**src/rtl/arb_pkg.sv**
```systemverilog
// Shared definitions for the 16-requester round-robin arbiter.
//   N, IDX_W  : requester count and encoded index width
//   MAX_HOLD  : grant cycles an owner may hold before a forced hand-over
//               (only used when ARB_TIMEOUT_EN is defined)
//   state_t   : arbiter FSM states
//   rotr16    : rotate a 16-bit vector right by 0..15 positions
package arb_pkg;

  localparam int N        = 16;
  localparam int IDX_W    = 4;
  localparam int MAX_HOLD = 8;

  typedef enum logic {
    IDLE  = 1'b0,
    GRANT = 1'b1
  } state_t;

  function automatic logic [N-1:0] rotr16(input logic [N-1:0] v,
                                          input logic [IDX_W-1:0] s);
    logic [2*N-1:0] dbl;
    dbl = {v, v} >> s;
    return dbl[N-1:0];
  endfunction

endpackage

```
**src/rtl/prio_enc_16to4.sv**
```systemverilog
// Combinational 16-to-4 priority encoder, lowest index wins.
//   in  [15:0] : request vector
//   idx [3:0]  : index of the lowest set bit (0 when none set)
//   vld        : any bit of in is set
module prio_enc_16to4
  import arb_pkg::*;
(
  input  logic [N-1:0]     in,
  output logic [IDX_W-1:0] idx,
  output logic             vld
);

  // Scan high to low so the lowest set bit is the last one written.
  always_comb begin
    idx = '0;
    vld = 1'b0;
    for (int i = N - 1; i >= 0; i--) begin
      if (in[i]) begin
        idx = IDX_W'(i);
        vld = 1'b1;
      end
    end
  end

endmodule

```
**src/rtl/rr_arbiter_16.sv**
```systemverilog
// Round-robin arbiter sharing one resource among 16 requesters.
//   clk      : rising-edge clock
//   rst      : synchronous active-high reset
//   req      : request vector, bit i = requester i
//   gnt      : registered one-hot grant
//   gnt_idx  : registered index of the owner (holds last value when idle)
//   gnt_vld  : high while any grant is active
// Optional macro ARB_TIMEOUT_EN: forces an owner to hand over after
// MAX_HOLD consecutive grant cycles when another requester is waiting.
//
// state | meaning
// ------+-------------------------------------------------------------
// IDLE  | no owner; search req starting at ptr
// GRANT | owner gnt_idx holds the resource until it drops its request
module rr_arbiter_16
  import arb_pkg::*;
(
  input  logic             clk,
  input  logic             rst,
  input  logic [N-1:0]     req,
  output logic [N-1:0]     gnt,
  output logic [IDX_W-1:0] gnt_idx,
  output logic             gnt_vld
);

  state_t           state, state_nxt;
  logic [IDX_W-1:0] ptr, ptr_nxt;
  logic [N-1:0]     gnt_nxt;
  logic [IDX_W-1:0] idx_nxt;
  logic             vld_nxt;

  logic             owner_req;
  logic             release_now;
  logic             force_rel;
  logic [IDX_W-1:0] ptr_after;
  logic [IDX_W-1:0] search_base;
  logic [N-1:0]     search_req;
  logic [N-1:0]     rot_req;
  logic [IDX_W-1:0] enc_idx;
  logic             enc_vld;
  logic [IDX_W-1:0] win_idx;

`ifdef ARB_TIMEOUT_EN
  logic [IDX_W-1:0] hold_cnt;
  logic             new_grant;
`endif

  // gnt is one-hot while in GRANT, so this picks out req[owner].
  assign owner_req = |(req & gnt);
  assign ptr_after = gnt_idx + 1'b1;

`ifdef ARB_TIMEOUT_EN
  assign force_rel = (state == GRANT) && owner_req &&
                     (hold_cnt == IDX_W'(MAX_HOLD - 1)) && |(req & ~gnt);
`else
  assign force_rel = 1'b0;
`endif

  assign release_now = (state == GRANT) && (!owner_req || force_rel);

  // On release the search restarts just past the owner and excludes it;
  // from IDLE it starts at the stored pointer.
  assign search_base = (state == GRANT) ? ptr_after : ptr;
  assign search_req  = (state == GRANT) ? (req & ~gnt) : req;
  assign rot_req     = rotr16(search_req, search_base);

  prio_enc_16to4 u_prio_enc (
    .in  (rot_req),
    .idx (enc_idx),
    .vld (enc_vld)
  );

  // 4-bit add wraps modulo 16, undoing the rotation.
  assign win_idx = enc_idx + search_base;

  always_comb begin
    state_nxt = state;
    ptr_nxt   = ptr;
    gnt_nxt   = gnt;
    idx_nxt   = gnt_idx;
    vld_nxt   = gnt_vld;
`ifdef ARB_TIMEOUT_EN
    new_grant = 1'b0;
`endif
    case (state)
      IDLE: begin
        if (enc_vld) begin
          gnt_nxt   = N'(1) << win_idx;
          idx_nxt   = win_idx;
          vld_nxt   = 1'b1;
          state_nxt = GRANT;
`ifdef ARB_TIMEOUT_EN
          new_grant = 1'b1;
`endif
        end
      end
      GRANT: begin
        if (release_now) begin
          ptr_nxt = ptr_after;
          if (enc_vld) begin
            gnt_nxt = N'(1) << win_idx;
            idx_nxt = win_idx;
            vld_nxt = 1'b1;
`ifdef ARB_TIMEOUT_EN
            new_grant = 1'b1;
`endif
          end else begin
            gnt_nxt   = '0;
            vld_nxt   = 1'b0;
            state_nxt = IDLE;
          end
        end
      end
      default: state_nxt = IDLE;
    endcase
  end

  always_ff @(posedge clk) begin
    if (rst) begin
      state   <= IDLE;
      ptr     <= '0;
      gnt     <= '0;
      gnt_idx <= '0;
      gnt_vld <= 1'b0;
    end else begin
      state   <= state_nxt;
      ptr     <= ptr_nxt;
      gnt     <= gnt_nxt;
      gnt_idx <= idx_nxt;
      gnt_vld <= vld_nxt;
    end
  end

`ifdef ARB_TIMEOUT_EN
  // Counts cycles of the current ownership; saturates so a waiting
  // requester triggers the hand-over as soon as it appears.
  always_ff @(posedge clk) begin
    if (rst) begin
      hold_cnt <= '0;
    end else if (new_grant || state_nxt == IDLE) begin
      hold_cnt <= '0;
    end else if (state == GRANT && hold_cnt != IDX_W'(MAX_HOLD - 1)) begin
      hold_cnt <= hold_cnt + 1'b1;
    end
  end
`endif

endmodule

```
**config.mk**
```make
export PLATFORM = sky130hd
export DESIGN_NAME = rr_arbiter_16
export DESIGN_NICKNAME = d
export VERILOG_FILES = /design/src/rtl/arb_pkg.sv /design/src/rtl/prio_enc_16to4.sv /design/src/rtl/rr_arbiter_16.sv
export SDC_FILE = /design/constraint.sdc
export NUM_CORES = 1
export LEC_CHECK = 0
export CAP_MARGIN = 10
export CORE_MARGIN = 2
export CORE_UTILIZATION = 40
export CTS_CLUSTER_SIZE = 16
export DETAILED_ROUTE_END_ITERATION = 12
export SYNTH_ARGS = -nofsm -noshare
export SYNTH_HDL_FRONTEND = slang
export SYNTH_SLANG_ARGS = --single-unit
```
**constraint.sdc**
```tcl
create_clock -name clk -period 5.9 [get_ports clk]
set_clock_uncertainty 0.1 [all_clocks]
set_input_delay 1.475 -clock clk [delete_from_list [all_inputs] [get_ports clk]]
set_output_delay 1.475 -clock clk [all_outputs]
set_load 0.05 [all_outputs]
```
* Word-level counts from Yosys, hierarchy flattened
Index checks and enable logic that the tools add are counted.
** Word-level totals
- Output and inout bits :: 21
- Bits of input ports :: 18
- Word-level logic and storage cells :: 67
- Bits in registers :: 26
** Operators by class
- Reduce and logical (&&, ||, !) cells :: 5
- Bitwise gates (word level) :: 4
- Add/subtract/negate cells :: 2
- Equal/unequal tests :: 2
- Shift-type cells :: 2
- Mux-type cells :: 47
** Operator list (count)
- $mux W4 :: 19
- $mux W16 :: 4
- $and A16 B16 Y16 :: 2
- $pmux W16 S2 :: 1
- $shr A32 B4 Y16 :: 1
- $mux W1 :: 20
- $not A16 Y16 :: 1
- $reduce_or A16 Y1 :: 1
- $shl A1 B4 Y16 const A :: 1
- $pmux W4 S2 :: 1
- $add A4 B1 Y4 const B :: 1
- $add A4 B4 Y4 :: 1
- $pmux W1 S2 :: 2
- $reduce_and A2 Y1 :: 2
- $ne A2 B1 Y1 const B :: 1
- $ne A2 B2 Y1 const B :: 1
- $logic_and A1 B1 Y1 :: 1
- $logic_not A1 Y1 :: 1
- $not A1 Y1 :: 1

* Longest topological paths before layout
- Depth in word-level cells :: 25
- Gate-level depth with buffers :: 23
- Mapped depth without buffers :: 20

* Hierarchy
From an unflattened synthesis, not the netlist that was laid out.
** Unflattened totals
- Cell total of the unflattened synthesis :: 295
- Area total of the unflattened synthesis :: 2486.1 um^2
** By module, submodules not included
- rr_arbiter_16 :: seq. area each 520.5 um^2, cells each 262, area each 2307.2 um^2, times used 1
- prio_enc_16to4 :: seq. area each 0.0 um^2, cells each 33, area each 178.9 um^2, times used 1

* Worst setup path before layout
No wires, ideal clock.
- Path kind :: input to register
- From :: input req[8]
- To :: register gnt[11]
- Path buffers :: 0
- Data arrival time :: 4449 ps
- Data required time :: 5715 ps
- Cell stages on the path :: 15
- Setup time :: 85 ps
- Path slack :: 1265 ps
- Cells stage by stage :: o21ai_1 a22oi_1 a21oi_2 mux2i_1 a211oi_1 o31a_1 o32a_1 o2bb2ai_1 ha_1 inv_1 fa_1 or3_1 inv_1 o211ai_1 o221ai_1
** On the way
- Cells in the longest elaborated chain, start to end :: 24
- Elaborated cells between the ends (all ways) :: 48
- Classes of those cells :: add/sub: 1; eq/ne: 2; shift: 2; mux: 37; bitwise: 2; reduce/logical: 4
** Ends and longest elaborated chain
- from (decl) :: line rr_arbiter_16.sv:20 : input logic [N-1:0] req,
- $and A16 B16 Y16 :: line rr_arbiter_16.sv:64 : assign search_req = (state == GRANT) ? (req & ~gnt) : req;
- $mux W16 :: line rr_arbiter_16.sv:64
- $shr A32 B4 Y16 :: line arb_pkg.sv:21 : dbl = {v, v} >> s;
- $mux W4 (16 in a row) :: line prio_enc_16to4.sv:18 : if (in[i]) begin
- $add A4 B4 Y4 :: line rr_arbiter_16.sv:74 : assign win_idx = enc_idx + search_base;
- $shl A1 B4 Y16 :: line rr_arbiter_16.sv:88, rr_arbiter_16.sv:101
- $mux W16 :: line rr_arbiter_16.sv:100 : if (enc_vld) begin
- $mux W16 :: line rr_arbiter_16.sv:98 : if (release_now) begin
- $pmux W16 S2 :: line rr_arbiter_16.sv:85 : case (state)
- to (signal assigned) :: line rr_arbiter_16.sv:128 : gnt <= gnt_nxt;
- to (decl) :: line rr_arbiter_16.sv:21 : output logic [N-1:0] gnt,
Several ways; a longest one is shown, not always the timed one. The select of a mux whose other input is x is not followed.
A chain may end at the register's enable or synchronous reset.

* Final worst setup path
- From :: input req[4]
- To :: register gnt[14]
The elaborated chain is that of the path after synthesis.

==> metrics <==
vias post-DR=about 3,200; iteration-0 DRC count of the detailed router=287; core area=~7300 µm²; post-detailed-route via-to-cell ratio=between 6 and 7; commonest cells after routing, fill and taps aside=40 x mux2i_1, 39 x nand2_1, 38 x clkdlybuf4s50_1; DRT Pass-1 Iters=5; leakage=1.310 nW; TNS Setup=0 ps; PostCTS Resize Cnt=0; min Tclk post-route=roughly 5500 ps; library cells used by synthesis=70; Top FF cell, synth=dfxtp_1; CP Capture Type=flop; Initial Utilization=41.59%; Setup WS post-layout=431.6 ps; Mapped Area=3049 µm²; Max Buffers Root-to-Sink=2; Worst-Margin Slew=approximately 700 ps; maximum VDD drop=around 0.47 mV; area delta synth->final=16.33%; Mapped Cells=about 390; area leader, netlist=dfxtp_1; grt ovf=0; first-pass GRT wire length=approximately 16,000 µm; R2R depth=19; RSZ-0062 raised after global routing=no; DP HPWL=7688 µm; Req. time, crit path=6000 ps; net count after synthesis=~400; Post-DRT Antenna Nets=0; GPL Wtd Cong=about 0.92; Pins Over Slew Limit=0; crit path max-delay cell type=clkdlybuf4s50_1; post-CTS setup buffer count=0; critical path's most frequent cell=inv_1; Die Height=approximately 91 µm; Final setup viols=0; Arr. time, crit path=about 5600 ps; Tcrit/Tclk final=~93%; total die area=about 8300 µm²; detailed-route DRC error count=0; element type at the critical path start=primary input; fmax=182.9 MHz; Avg Inst Size Synth=approximately 7.9 µm²; Synth async-reset ratio=0%; max-capacitance violation count=0; Hold Buf Count CTS=0; Port Buffer Count=38; CP top delay family=compound AO/OA/AOI/OAI gates; drt wl/cell=~20 µm; # IOs=39; outcome=finished, final reports clean; Crit path largest cell delay=~530 ps; htree depth=1; initial antenna violation count=0; clock latency on the worst-skew pair=roughly 280 ps; Num CTS Buffers=3; Inserted Diodes=0; cells along the critical path=clkdlybuf4s50_1, o21ai_1, a22oi_1, a21oi_2, mux2i_1, a211oi_1, o31a_1, o32a_1, o2bb2ai_1, ha_1, inv_1, fa_1, xnor2_1, and2_1, nand2b_1, inv_1, o211ai_1, o221ai_1; vias in the first global route=3,073; CTS tree=done; P per Cell Area=approximately 600 nW/µm²; relative slew slack=between 50% and 60%; share of post-route cells with drive strength above 1=between 10% and 20%; CP max FO=6; largest net degree at the start of global routing=27; DP Area=between 3000 and 4000 µm²; total power=2.141 mW; most common cell after layout, fill and taps aside=mux2i_1; design area=around 3500 µm²; CTS root buffer=clkbuf_8; CTS Sinks=26; hold crit path type=flop to flop; WHS Path Cells=2; Worst-path clk slew=100 ps; DIE WIDTH=91.31 µm; critical path class=primary input to flop; top cell type's share of synthesized area=17.07%; hold violation count in the final report=0; Yosys warnings=0; Layout Nets=between 400 and 500; pre-CTS setup slack=approximately 200 ps; EDFF count, synth=0; WP buf/inv=3; final hold slack=between 400 and 500 ps; Post-Route WL=about 10,000 µm; synth top area cells=dfxtp_1 17%, mux2i_1 13%, nand2_1 4.8%, o221ai_1 4.6%, nor2_1 4.4%; register area share after synthesis=17.07%; GR Util All Layers=roughly a quarter; Levels on crit path=18; Seq cells post-synth=26; cell row count=31
## synth_stat cells (all sizes together), types with 3 or more instances
| cell type | number |
|---|---|
| a21oi | 13 |
| nor3 | 5 |
| a311o | 4 |
| a211oi | 10 |
| xnor2 | 3 |
| o32a | 10 |
| nor2 | 36 |
| o211ai | 4 |
| o2111ai | 4 |
| nand4 | 11 |
| nand2b | 5 |
| o21ai | 23 |
| mux2 | 9 |
| dfxtp | 26 |
| ha | 4 |
| nand3 | 19 |
| buf | 17 |
| a22oi | 12 |
| nor4 | 3 |
| a221oi | 3 |
| clkbuf | 3 |
| o221ai | 16 |
| inv | 25 |
| nand2 | 40 |
| mux2i | 41 |
| a31oi | 3 |
## power breakdown
| group | internal [mW] | switching, mW | leakage [nW] |
|---|---|---|---|
| combinational | 0.639 | 1.08 | 1.06 |
| clock | 0.0909 | 0.0606 | 0.0357 |
| sequential | 0.218 | 0.0541 | 0.212 |
## registers in the layout, indices dropped and copies added (netlist names)
register,cells
gnt_idx,4
gnt_vld,1
state,1
ptr,4
gnt,16
## worst register-to-register path, stage by stage (launching register included)
cell       delay, ps
dfxtp_1          570
buf_4            240
mux2_4           320
clkinv_2         280
a211oi_1         300
a21oi_2          110
mux2i_1          270
a211oi_1          90
o31a_1           290
o32a_1           320
o2bb2ai_1        230
ha_1             220
inv_1             60
fa_1             370
xnor2_1          300
and2_1           200
nand2b_1         110
inv_1            120
o211ai_1         180
o221ai_1         220
## metrics by stage
step / cells / util [%]
after detailed placement: 511 / 47.41
after global placement: 511 / 47.41
after global routing: 515 / 48.39
after floorplan: 385 / -
final: 515 / 48.39
after CTS: 515 / 48.39
## final timing paths
kind,start,endpoint,slack (ps)
setup / recovery,req[4],gnt[14],430
hold reg to reg,ptr[1],ptr[1],410
setup reg to reg,state,gnt[14],950
hold / removal,ptr[1],ptr[1],410
## layout make-up
class / count / area [µm²]
multi-input combinational: 313 / 2285
fill: 717 / 3784
tap: 99 / 123.9
clock buffer: 3 / 41.29
sequential: 26 / 520.5
clock inverter: 1 / 30.03
timing repair buffer: 47 / 447.9
inverter: 26 / 98.84
## kinds of logic (layout without fill, tap and decap cells)
kind of cell | Yosys count | count (layout) | share of synthesized area [%]
AO/OA/AOI/OAI | 122 | 122 | 32.09
buffers and inverters | 46 | 77 | 8.001
flip-flops | 26 | 26 | 17.07
adder cells (fa/ha/maj) | 5 | 5 | 2.298
XOR/XNOR | 4 | 4 | 1.149
multiplexers | 52 | 52 | 18.51
AND/OR/NAND/NOR | 130 | 130 | 20.89
## metal layers
| layer | global-route usage (%) | vias up | part of all wire, % |
|---|---|---|---|
| met5 | 0 | - | 0 |
| met4 | 7.449 | 0 | 2.6 |
| met3 | 2.407 | 27 | 5.9 |
| met2 | 36.73 | 142 | 44 |
| met1 | 34.96 | 1506 | 48 |
| li1 | - | 1547 | - |
No activity file was read; power rests on OpenSTA's default activity.
==> edit 1, RTL diff (config.mk and constraints unchanged) <==
`N`: 16 -> 15.
--- a/src/rtl/arb_pkg.sv
+++ b/src/rtl/arb_pkg.sv
@@ -6,7 +6,7 @@
 //   rotr16    : rotate a 16-bit vector right by 0..15 positions
 package arb_pkg;
 
-  localparam int N        = 16;
+  localparam int N        = 15;
   localparam int IDX_W    = 4;
   localparam int MAX_HOLD = 8;
 
Interface: changed (resized gnt and req); port bits go from 39 to 37. The function was not compared with the original's and may differ.
==> edit 1 against the unedited design <==
Die area decreased by 24%; fmax decreased by 1.3%; cell count shrank 35%; sequential cell count is 1 lower; total power shrank 21%; wire length shrank 43%; register-to-register slack better by 0.07 ns; synthesized area is 25% lower; design area down 22%; setup slack got worse by 0.071 ns; hold slack worse by 0.032 ns; largest cell class unchanged; highest routed layer unchanged.
==> edit 1: results (changes against the unedited design) <==
| Metric | Value |
|---|---|
| Register area share after synthesis | 21.9% (+4.9 points) |
| Routability congestion estimate | 0.885 (-3.4%) |
| HPWL after detailed placement | 4660 um (-39%) |
| IO buf count | 36 (-5.3%) |
| Share of cells above drive strength 1 | 12.5% (+0.19 points) |
| Top Registers | gnt x15, gnt_idx x4, ptr x4 |
| Max stage delay on crit path | 0.60 ns (+0.07 ns) |
| Data arrival, critical path | 5.64 ns (+0.07 ns) |
| Placed Instance Area | 0.00271 mm2 (-22%) |
| Dpl ws | 0.104 ns (-0.0928 ns) |
| GRT Resource Usage Total | 18.8% (-5.1 points) |
| Top area cells in the synthesized netlist | mux2i_1 (25%), dfxtp_1 (22%), a32o_1 (6.6%), a21boi_0 (4.9%), mux2_2 (4.9%) |
| DR iter-0 viols | 110 (-62%) |
| Clk slew on worst S/H paths | 0.08 ns (-0.02 ns) |
| Status | finished, final reports clean |
| Drt pass-1 iters | 4 (-1) |
| Vias in the first global route | 1891 (-38%) |
| Synthesized net count | 251 (-38%) |
| Crit Path Max Fanout | 8 (+2) |
| Routed WL | 5760 um (-43%) |
| Peak VDD IR | 0.356 mV (-25%) |
| Worst skew pair latency | 0.26 ns (-0.02 ns) |
| Slowest cell on crit path | xnor2_1 |
| Unique masters post-synth | 51 (-27%) |
| Fill count | 533 (-26%) |
edit 1: cell types whose count changed after synthesis, sizes merged, moves of 8 or more:
cell    change
mux2i      +17
buf         -9
nand2      -38
o21ai      -21
a32o       +14
inv        -21
mux2       +10
nand3      -17
o32a        -9
a21oi       -8
nand4      -10
a21boi     +14
nor2       -18
o221ai     -16
edit 1: worst register-to-register path, stage by stage (launching register included):
cell and delay, ns:
dfxtp_1 0.47, buf_4 0.26, inv_4 0.06, mux2i_4 0.65
mux2_1 0.43, mux2i_1 0.30, mux2i_1 0.14, and4b_1 0.23
o31ai_1 0.20, a211oi_1 0.11, o31a_1 0.28, ha_1 0.28
a21o_1 0.15, a21oi_1 0.16, xnor2_1 0.12, xnor2_1 0.60
a32o_1 0.27
edit 1: area by class of cell:
type / instances / area [um2] / share of cell area [%]
well taps: 72 / 90.1 / 3.27
flip-flops and latches: 25 / 500 / 18.2
inverters: 4 / 17.5 / 0.636
repair buffers: 42 / 405 / 14.7
clock inverters: 1 / 5.00 / 0.182
clock buffers: 3 / 41.3 / 1.50
multi-input cells: 190 / 1700 / 61.5
edit 1: worst paths after layout:
check        startpoint      end  slack [ns]  cells past startpoint
min reg2reg     gnt_vld  gnt_vld        0.37                      2
max reg2reg       state  gnt[14]        1.02                     16
max             req[12]  gnt[14]        0.36                     16
min             gnt_vld  gnt_vld        0.37                      2
edit 1: layer usage:
metal / global-route usage (%) / vias up / share of wire, %
li1: - / 970 / -
met1: 27.8 / 951 / 51
met2: 30.1 / 17 / 48
met3: 1.02 / 2 / 0.92
met4: 4.14 / 0 / 0.43
met5: 0 / - / 0
edit 1: cells by family after synthesis:
group | Yosys count | synth area share [%]
muxes | 77 | 35.9
AOI/OAI and AO/OA | 59 | 21.7
and+or+nand+nor | 42 | 11.0
DFF | 25 | 21.9
buffers and inverters | 14 | 3.78
xor gates and xnor gates | 7 | 2.69
adders and majority gates | 5 | 3.07
edit 1: power by group:
part            total, W  switching (W)  internal, W
combinational    0.00133       0.000783     0.000545
clock          0.0000982      0.0000510    0.0000471
sequential      0.000259      0.0000434     0.000216
edit 1: stage by stage:
| stage | power, W | utilization (%) | cells |
|---|---|---|---|
| after global routing | 0.00181 | 50.0 | 337 |
| final | 0.00169 | 50.0 | 337 |
| after CTS | 0.00169 | 50.0 | 337 |
| after detailed placement | 0.00159 | 49.2 | 333 |
| after floorplan | 0.00129 | - | 229 |
| after global placement | 0.00159 | 49.2 | 333 |
==> edit 2, RTL diff (same settings) <==
Made on the original files. Add a define of `ARB_TIMEOUT_EN`.
--- a/src/rtl/rr_arbiter_16.sv
+++ b/src/rtl/rr_arbiter_16.sv
@@ -12,6 +12,8 @@
 // ------+-------------------------------------------------------------
 // IDLE  | no owner; search req starting at ptr
 // GRANT | owner gnt_idx holds the resource until it drops its request
+`define ARB_TIMEOUT_EN
+
 module rr_arbiter_16
   import arb_pkg::*;
 (
Behaviour: not the same (a bounded check fails within 10 cycles, from zero or initial values and one cycle with rst high).
==> edit 2 against the unedited design <==
Setup slack better by 0.29 ns; total power is 13% higher; sequential cell count up 4; count of clock-buffer cells in the layout increased by 3; highest routed layer unchanged; synthesized area shrank 1.8%; design area decreased by 0.74%; wire length is 4.0% lower; cell count down 3.3%.
==> edit 2: results (changes against the unedited design) <==
| Metric | Value |
|---|---|
| Min-Delay Path Class | reg -> reg |
| Placed Instance Area | 0.00343 mm2 (-1.4%) |
| Status | finished, final reports clean |
| Clk slew on worst S/H paths | 0.07 ns (-0.03 ns) |
| Max FFs per register | 16 (unchanged) |
| Drt pass-1 iters | 5 (unchanged) |
| Routability congestion estimate | 0.911 (-0.59%) |
| GRT overflow | 0 (unchanged) |
| CP delay by family, top | compound AO/OA/AOI/OAI gates |
| Register area share after synthesis | 20.1% (+3.0 points) |
| Crit Path Max Fanout | 9 (+3) |
| Max stage delay on crit path | 0.51 ns (-0.02 ns) |
| Global-route wire length before repair | 15500 um (-5.3%) |
| Fill count | 728 (+1.5%) |
| Initial antenna violation count | 0 (unchanged) |
| Dpl ws | 0.493 ns (+0.296 ns) |
| Unique masters post-synth | 57 (-19%) |
| Largest reg by FF count | gnt |
| Largest net degree at the start of global routing | 24 (-11%) |
| Slew HR | 41.3% (-11 points) |
| H-tree Lvls | 2 (+1) |
| Post-CTS setup buffers | 0 (unchanged) |
| Peak VDD IR | 0.403 mV (-15%) |
| Data arrival, critical path | 5.29 ns (-0.28 ns) |
| Vias in the first global route | 2909 (-5.3%) |
| Diode count | 0 (unchanged) |
| Worst skew pair latency | 0.28 ns (about the same) |
| DR iter-0 viols | 285 (-0.70%) |
| Share of cells above drive strength 1 | 9.27% (-3.0 points) |
| Synth top cells by count | mux2i_1 (50), nand2_1 (39), dfxtp_1 (30) |
| IO buf count | 38 (unchanged) |
| Layout Nets | 422 (-4.1%) |
| Synth warn | 0 (unchanged) |
| Top area cells in the synthesized netlist | dfxtp_1 (20%), mux2i_1 (17%), nand2_1 (4.9%), a32o_1 (3.3%), o32a_1 (3.3%) |
| Pleak | 1.41 nW (+7.9%) |
| Root buffer cell | clkbuf_8 |
| Wire per inst | 19.3 um (-0.75%) |
| Top_reg_cell synth | dfxtp_1 |
| Post-CTS resize count | 0 (unchanged) |
| Synthesized net count | 391 (-4.2%) |
| GRT Resource Usage Total | 23.0% (-0.92 points) |
| Async S/R FF share, synth | 0% (unchanged) |
| Cts bufs inserted | 5 (+2) |
| CP Buf/Inv Count | 1 (-2) |
| Vias | 3091 (-4.1%) |
| Slowest cell on crit path | clkdlybuf4s50_1 |
| HPWL after detailed placement | 7260 um (-5.6%) |
| Clock Path Buffers | 2 (unchanged) |
==> edit 2: changes by cell type after synthesis, sizes merged, moves of 5 or more <==
cell	before	now
o221ai	16	1
nor2	36	23
mux2i	41	52
a22o	1	11
a32o	1	10
a22oi	12	4
o21ai	23	15
nand4	11	4
a211oi	10	4
buf	17	11
clkbuf	3	9
o22ai	1	7
o32a	10	15
==> edit 2: final timing paths <==
check | slack, ns | startpoint | cells after the start | end
hold reg to reg | 0.38 | gnt_vld | 2 | gnt_vld
setup / recovery | 0.72 | req[8] | 16 | gnt[10]
hold / removal | 0.38 | gnt_vld | 2 | gnt_vld
setup reg to reg | 1.10 | gnt_idx[1] | 18 | gnt[10]
==> edit 2: metal layers <==
| layer | up-vias | wire length, um | track usage (%) |
|---|---|---|---|
| met5 | - | 0 | 0 |
| met4 | 0 | 152 | 5.77 |
| met3 | 18 | 605 | 3.34 |
| met2 | 144 | 4420 | 36.8 |
| met1 | 1465 | 4450 | 32.3 |
| li1 | 1464 | - | - |
==> edit 2: metrics by stage <==
| step | std cells | total power, W | util [%] |
|---|---|---|---|
| global placement | 490 | 0.00220 | 47.2 |
| global route | 498 | 0.00259 | 48.5 |
| finish | 498 | 0.00241 | 48.5 |
| detailed placement | 490 | 0.00221 | 47.2 |
| CTS | 498 | 0.00239 | 48.5 |
| floorplan | 367 | 0.00175 | - |
==> edit 2: final cells by class <==
cell class              instances  area [um2]  area share (%)
clock inverters                 2        12.5           0.355
inverters                      25        96.3            2.74
flip-flops and latches         30         601            17.1
well taps                      99         124            3.52
multi-input cells             292        2180            61.9
repair buffers                 44         425            12.1
clock buffers                   6        82.6            2.35
==> edit 2: worst reg2reg max path, stage by stage, from the launching register on <==
cell	delay, ns
dfxtp_1	0.35
ha_1	0.30
mux2_4	0.28
clkinv_1	0.47
o21ai_1	0.24
o32a_1	0.31
mux2i_1	0.13
mux2i_2	0.30
nand2_1	0.15
a311o_1	0.30
o211ai_1	0.11
a32o_1	0.20
ha_1	0.22
a21o_1	0.17
a21oi_1	0.21
xnor2_1	0.21
nand2b_1	0.12
o22ai_2	0.35
a32o_1	0.23
==> edit 2: power by group <==
part           total [W]  switching (W)  internal [W]
Combinational    0.00187        0.00117      0.000699
Clock           0.000173      0.0000790     0.0000936
Sequential      0.000370       0.000101      0.000269
==> edit 2: cells by family after synthesis <==
group                      Yosys count  share of synthesized area [%]
AOI/OAI and AO/OA                  111                           29.6
adders and majority gates            6                           2.76
DFF                                 30                           20.1
xor gates and xnor gates             7                           2.05
and+or+nand+nor                    108                           16.9
muxes                               60                           21.4
buffers and inverters               45                           7.11
